File: src/rtl/uut_batch_runner.sv
// Batch runner: buffers input blocks, then runs the UUT on each under reset/run control and compares its final result.
// Optional per-block watchdog enabled by defining UUT_BATCH_WATCHDOG_EN.
module uut_batch_runner #(
  parameter int IN_WIDTH       = 64,
  parameter int OUT_WIDTH      = 128,
  parameter int MAX_BLOCKS     = 8,
  parameter int RST_CYCLES     = 2,
  parameter int TIMEOUT_CYCLES = 4096,
  localparam int BW            = $clog2(MAX_BLOCKS) + 1
) (
  input  logic                 clk,
  input  logic                 rst,
  input  logic                 start,
  input  logic [BW-1:0]        num_blocks,
  input  logic [IN_WIDTH-1:0]  blk_data,
  input  logic                 blk_valid,
  output logic                 blk_ready,
  input  logic [OUT_WIDTH-1:0] expected,
  output logic                 rst_uut,
  output logic [IN_WIDTH-1:0]  input_to_uut,
  input  logic                 end_uut,
  input  logic                 err_uut,
  input  logic [OUT_WIDTH-1:0] output_from_uut,
  output logic                 busy,
  output logic                 done,
  output logic                 pass,
  output logic                 fail,
  output logic                 timeout,
  output logic                 err,
  output logic [OUT_WIDTH-1:0] result,
  output logic [31:0]          cycle_count,
  input  logic [1:0]           sw_debug,
  output logic [31:0]          debug
);

  localparam int AW = (MAX_BLOCKS > 1) ? $clog2(MAX_BLOCKS) : 1;

  typedef enum logic [2:0] {IDLE, LOAD, RST, RUN, NEXT, CHECK, DONE} state_t;

  state_t               state, state_nx;
  logic [BW-1:0]        n_blocks, wr_idx, idx;
  logic [OUT_WIDTH-1:0] expected_r;
  logic [31:0]          rst_cnt;
  logic [IN_WIDTH-1:0]  buffer [0:MAX_BLOCKS-1];
  logic                 nb_ok, load_last, rst_last, next_last, wd_hit;

  function automatic logic [31:0] sat_inc(input logic [31:0] v);
    return (v == 32'hFFFF_FFFF) ? v : v + 32'd1;
  endfunction

  assign nb_ok     = (num_blocks != '0) && (num_blocks <= BW'(MAX_BLOCKS));
  assign load_last = blk_valid && (BW'(wr_idx + 1'b1) == n_blocks);
  assign rst_last  = (rst_cnt == 32'(RST_CYCLES - 1));
  assign next_last = (BW'(idx + 1'b1) == n_blocks);

`ifdef UUT_BATCH_WATCHDOG_EN
  logic [31:0] wd_cnt;

  always_ff @(posedge clk or posedge rst) begin
    if (rst)                wd_cnt <= '0;
    else if (state == RST)  wd_cnt <= '0;
    else if (state == RUN)  wd_cnt <= wd_cnt + 32'd1;
  end

  assign wd_hit = (state == RUN) && (wd_cnt == 32'(TIMEOUT_CYCLES - 1));
`else
  logic unused_timeout_cfg;
  assign unused_timeout_cfg = (TIMEOUT_CYCLES > 0);
  assign wd_hit = 1'b0;
`endif

  always_ff @(posedge clk or posedge rst) begin
    if (rst) state <= IDLE;
    else     state <= state_nx;
  end

  // err_uut outranks end_uut, which outranks the watchdog
  always_comb begin
    state_nx  = state;
    busy      = 1'b0;
    done      = 1'b0;
    blk_ready = 1'b0;
    rst_uut   = 1'b1;
    case (state)
      IDLE: if (start) state_nx = nb_ok ? LOAD : DONE;
      LOAD: begin
        busy      = 1'b1;
        blk_ready = 1'b1;
        if (load_last) state_nx = RST;
      end
      RST: begin
        busy = 1'b1;
        if (rst_last) state_nx = RUN;
      end
      RUN: begin
        busy    = 1'b1;
        rst_uut = 1'b0;
        if (err_uut)      state_nx = DONE;
        else if (end_uut) state_nx = NEXT;
        else if (wd_hit)  state_nx = DONE;
      end
      NEXT: begin
        busy     = 1'b1;
        rst_uut  = 1'b0;
        state_nx = next_last ? CHECK : RST;
      end
      CHECK: begin
        busy     = 1'b1;
        state_nx = DONE;
      end
      DONE: begin
        done = 1'b1;
        if (start) state_nx = nb_ok ? LOAD : DONE;
      end
      default: state_nx = IDLE;
    endcase
  end

  always_ff @(posedge clk or posedge rst) begin
    if (rst) begin
      n_blocks    <= '0;
      wr_idx      <= '0;
      idx         <= '0;
      rst_cnt     <= '0;
      expected_r  <= '0;
      result      <= '0;
      cycle_count <= '0;
      pass        <= 1'b0;
      fail        <= 1'b0;
      timeout     <= 1'b0;
      err         <= 1'b0;
    end else begin
      case (state)
        IDLE, DONE: if (start) begin
          pass    <= 1'b0;
          fail    <= 1'b0;
          timeout <= 1'b0;
          if (nb_ok) begin
            err         <= 1'b0;
            n_blocks    <= num_blocks;
            expected_r  <= expected;
            result      <= '0;
            cycle_count <= '0;
            wr_idx      <= '0;
            idx         <= '0;
          end else begin
            err <= 1'b1;
          end
        end
        LOAD: begin
          rst_cnt <= '0;
          if (blk_valid) wr_idx <= wr_idx + 1'b1;
        end
        RST: rst_cnt <= rst_cnt + 32'd1;
        RUN: begin
          cycle_count <= sat_inc(cycle_count);
          if (err_uut)      err     <= 1'b1;
          else if (end_uut) result  <= output_from_uut;
          else if (wd_hit)  timeout <= 1'b1;
        end
        NEXT: begin
          idx     <= idx + 1'b1;
          rst_cnt <= '0;
        end
        CHECK: begin
          pass <= (result == expected_r);
          fail <= (result != expected_r);
        end
        default: ;
      endcase
    end
  end

  // Block storage carries no reset; contents are don't-care until loaded
  always_ff @(posedge clk) begin
    if (state == LOAD && blk_valid) buffer[wr_idx[AW-1:0]] <= blk_data;
  end

  assign input_to_uut = (state == RST || state == RUN || state == NEXT) ?
                        buffer[idx[AW-1:0]] : '0;

  always_comb begin
    case (sw_debug)
      2'd0:    debug = cycle_count;
      2'd1:    debug = result[31:0];
      2'd2:    debug = {26'b0, busy, done, pass, fail, timeout, err};
      default: debug = {13'b0, state, 16'(idx)};
    endcase
  end

endmodule

File: config.mk
export PLATFORM = sky130hd
export DESIGN_NAME = uut_batch_runner
export DESIGN_NICKNAME = d
export VERILOG_FILES = /design/src/rtl/uut_batch_runner.sv
export SDC_FILE = /design/constraint.sdc
export NUM_CORES = 1
export LEC_CHECK = 0
export BUFFER_PORTS_ARGS = -buffer_cell sky130_fd_sc_hd__buf_2
export CORE_MARGIN = 8
export CORE_UTILIZATION = 32
export CTS_BUF_LIST = sky130_fd_sc_hd__clkbuf_4 sky130_fd_sc_hd__clkbuf_8
export DETAILED_ROUTE_END_ITERATION = 6
export GPL_TIMING_DRIVEN = 1
export PLACE_DENSITY = 0.58
export SLEW_MARGIN = 20
export SYNTH_ARGS = -nofsm -noshare
export SYNTH_HDL_FRONTEND = slang
export SYNTH_SLANG_ARGS = --single-unit
File: constraint.sdc
create_clock -name clk -period 13.5 [get_ports clk]
set_input_delay 2.7 -clock clk [delete_from_list [all_inputs] [get_ports clk]]
set_output_delay 2.7 -clock clk [all_outputs]
set_load 0.01 [all_outputs]
==> run_results.csv <==
group,metric,value,unit
synthesis,synth-edff-count,512,
finish,nets,3656,
clocking,cts_max_level,4,
global_route,antenna_found_initial,36,
floorplanning,die_w,350,um
global_route,gr-total-overflow,0,
clocking,post_cts_buffers,0,
floorplanning,start_util,32.3,%
hold_path,hp-class,"flip-flop to flip-flop",
clocking,clockBufferDepth,3,
synthesis,yosysUniqueCellTypes,72,
synthesis,ys_seq_elements,850,
clocking,ctsResizeCount,0,
placement,gp_congestion,0.923,
clocking,cts_tree,"yes",
synthesis,synth_nets,3024,
route,viasPerCell,4.88,
synthesis,async_flop_share,39.8,%
worst_setup_path,reg2reg_slack,9.52,ns
floorplanning,die_h,350,um
route,wire_per_inst,23.7,um
timing,slew-limit-headroom,28.7,%
power_and_ir_drop,p_leak,18.0,nW
synthesis,synthCells,2687,
synthesis,yosys_warnings,0,
timing,rsz0062_at_grt,"no",
worst_setup_path,crit_type,"flip-flop to primary output",
placement,hpwl,80.8,mm
route,routed_wl,117,mm
global_route,grt_pass1_wl,169,mm
hold_path,hold_depth,2,
clocking,postCtsHoldBufs,0,
route,firstDrtPassIters,5,
clocking,clk_pin_slew,0.06,ns
finish,drive_above_1_share,30.5,%
worst_setup_path,cp_data_arrival_time,4.17,ns
worst_setup_path,cp.required,10.80,ns
power_and_ir_drop,ir_drop,0.131,mV
timing,maxSlewViolCount,0,
route,vias,24100,
global_route,grt_pass1_vias,24500,
global_route,track_usage,18.4,%
worst_setup_path,critPathCaptureType,"primary output",
timing,hold_viol_final,0,
clocking,cts_buffers,151,
worst_setup_path,reg2reg_depth,6,
power_and_ir_drop,total_power,8.97,mW
finish,fillers,10700,
timing,timing.fmax,0.146,GHz
route,ant_nets,0,
power_and_ir_drop,power.density,206,nW/um^2
clocking,clkSinkCount,850,
worst_setup_path,startpoint_type,"flip-flop",
clocking,cts_root_buffer,"clkbuf_8",
floorplanning,fp-row-count,122,
placement,portBuffers,594,
timing,fin_crit_sh,50.9,%
floorplanning,die_area,123000,um^2
finish,synthToLayoutAreaGrowth,21.7,%
timing,setup_violations,0,
synthesis,synthesis.area,35800,um^2
synthesis,synth.avg_cell_area,13.3,um^2
worst_setup_path,critPathMaxFanout,62,
synthesis,yosys_most_used_dff,"edfxtp_1",
route,first_iter_violations,1564,
timing,tightest_slew,1.07,ns
global_route,grt_max_degree,212,
clocking,clk_latency,0.81,ns
outcome,status,"complete, no violations",
timing,hold_slack,0.492,ns
run,maxCapViolCount,0,
synthesis,yosysSeqAreaShare,66.6,%
floorplanning,core,111000,um^2
timing,fin_skew,0.0513,ns
floorplanning,ioPinCount,596,
timing,fin_tns_setup,0,ns
route,drc,0,
timing,period_minus_slack,6.87,ns
-- critical path, stage by stage (launching register included) --
cell and delay, ns:
dfrtp_4 0.75, buf_4 0.81, buf_4 0.67, mux4_2 0.40
mux2i_1 0.27, nor2_1 0.10, buf_2 0.19
-- per-stage QoR --
step	std cells	util [%]	worst slack, ns	area, um^2
3_3_place_gp	4654	36.5	6.72	40400
6_report	4950	39.3	6.63	43600
3_5_place_dp	4654	36.5	6.71	40400
4_1_cts	4929	39.3	6.45	43500
2_1_floorplan	2687	-	1.43	35800
5_1_grt	4936	39.3	6.39	43500
-- path summary, 6_finish.rpt --
path	start	end
max in group asynchronous	rst	result[73]
max reg2reg	state[2]	buffer[4][5]
max	idx[1]	input_to_uut[19]
min reg2reg	expected_r[117]	expected_r[117]
min	expected_r[117]	expected_r[117]
min in group asynchronous	rst	idx[1]
-- per-layer routing --
| layer | vias to the layer above | global-route usage, % | wire length (um) |
|---|---|---|---|
| met2 | 914 | 29.2 | 54400 |
| met5 | - | 0 | 151 |
| li1 | 10900 | - | - |
| met1 | 12100 | 23.5 | 48200 |
| met4 | 24 | 7.20 | 4270 |
| met3 | 242 | 5.97 | 10500 |
-- Yosys cell counts (9+ instances only) --
cell type / number / area share [%]
nor4_1: 38 / 0.66
nor3_1: 22 / 0.31
xor2_1: 136 / 3.3
clkbuf_1: 91 / 0.95
and3_1: 10 / 0.17
nand2_1: 692 / 7.3
buf_2: 35 / 0.49
mux4_2: 130 / 8.2
a21oi_1: 14 / 0.20
xnor2_1: 52 / 1.3
buf_1: 16 / 0.17
dfrtp_1: 338 / 24
nand3_1: 30 / 0.42
o21ai_0: 146 / 2.0
nand4_1: 35 / 0.61
inv_1: 16 / 0.17
or3_1: 9 / 0.16
edfxtp_1: 512 / 43
nor2_1: 168 / 1.8
mux2i_1: 91 / 2.5
-- placed cells by master (no fill, tap or decap), types with 5 or more instances in the layout --
cell type and instances:
mux4_2 130, ha_1 5, xor2_1 136, o21ai_0 146
nand3_1 30, clkinv_1 26, and3_1 10, a22o_1 7
o21ai_1 8, xnor2_1 52, buf_4 26, a21oi_1 14
clkinvlp_4 7, nor2_1 159, clkbuf_4 46, nand2_1 691
or3_1 9, nor3_1 20, inv_1 15, nor4_1 38
clkbuf_8 168, nor2_4 9, mux2i_1 91, and2_1 8
buf_2 594, mux2_2 6, clkinv_2 13, dfrtp_1 335
diode_2 21, edfxtp_1 512, nand4_1 35
-- report_power, final --
group	total, mW	internal [mW]	switching [mW]	leakage, nW
clock	2.44	1.32	1.12	1.62
combinational	2.80	1.09	1.70	7.27
sequential	3.72	3.18	0.546	9.08
-- flip-flops by register name (all words and copies together), names as in the netlist --
name	cells
expected_r	128
idx	4
buffer	512
pass	1
err	1
fail	1
rst_cnt	32
state	3
cycle_count	32
result	128
n_blocks	4
wr_idx	4
-- kinds of logic after synthesis --
kind of cell | count (synthesis) | synth area share [%]
xor gates and xnor gates | 189 | 4.64
muxes | 229 | 11.0
AOI/OAI and AO/OA | 201 | 3.14
buffers and inverters | 160 | 1.83
other | 1 | 0.0105
adders and majority gates | 5 | 0.175
DFF | 850 | 66.6
and+or+nand+nor | 1052 | 12.6
-- area by class of cell --
| cell class | instances | area [um^2] | area share, % |
|---|---|---|---|
| clock buffers | 214 | 2660 | 6.10 |
| repair buffers | 623 | 3230 | 7.41 |
| inverters | 16 | 67.6 | 0.155 |
| clock inverters | 61 | 443 | 1.02 |
| flip-flops and latches | 850 | 23800 | 54.7 |
| well taps | 1488 | 1860 | 4.27 |
| multi-input cells | 1677 | 11400 | 26.2 |
| diodes | 21 | 52.6 | 0.121 |
No activity file was read; power rests on OpenSTA's default activity.
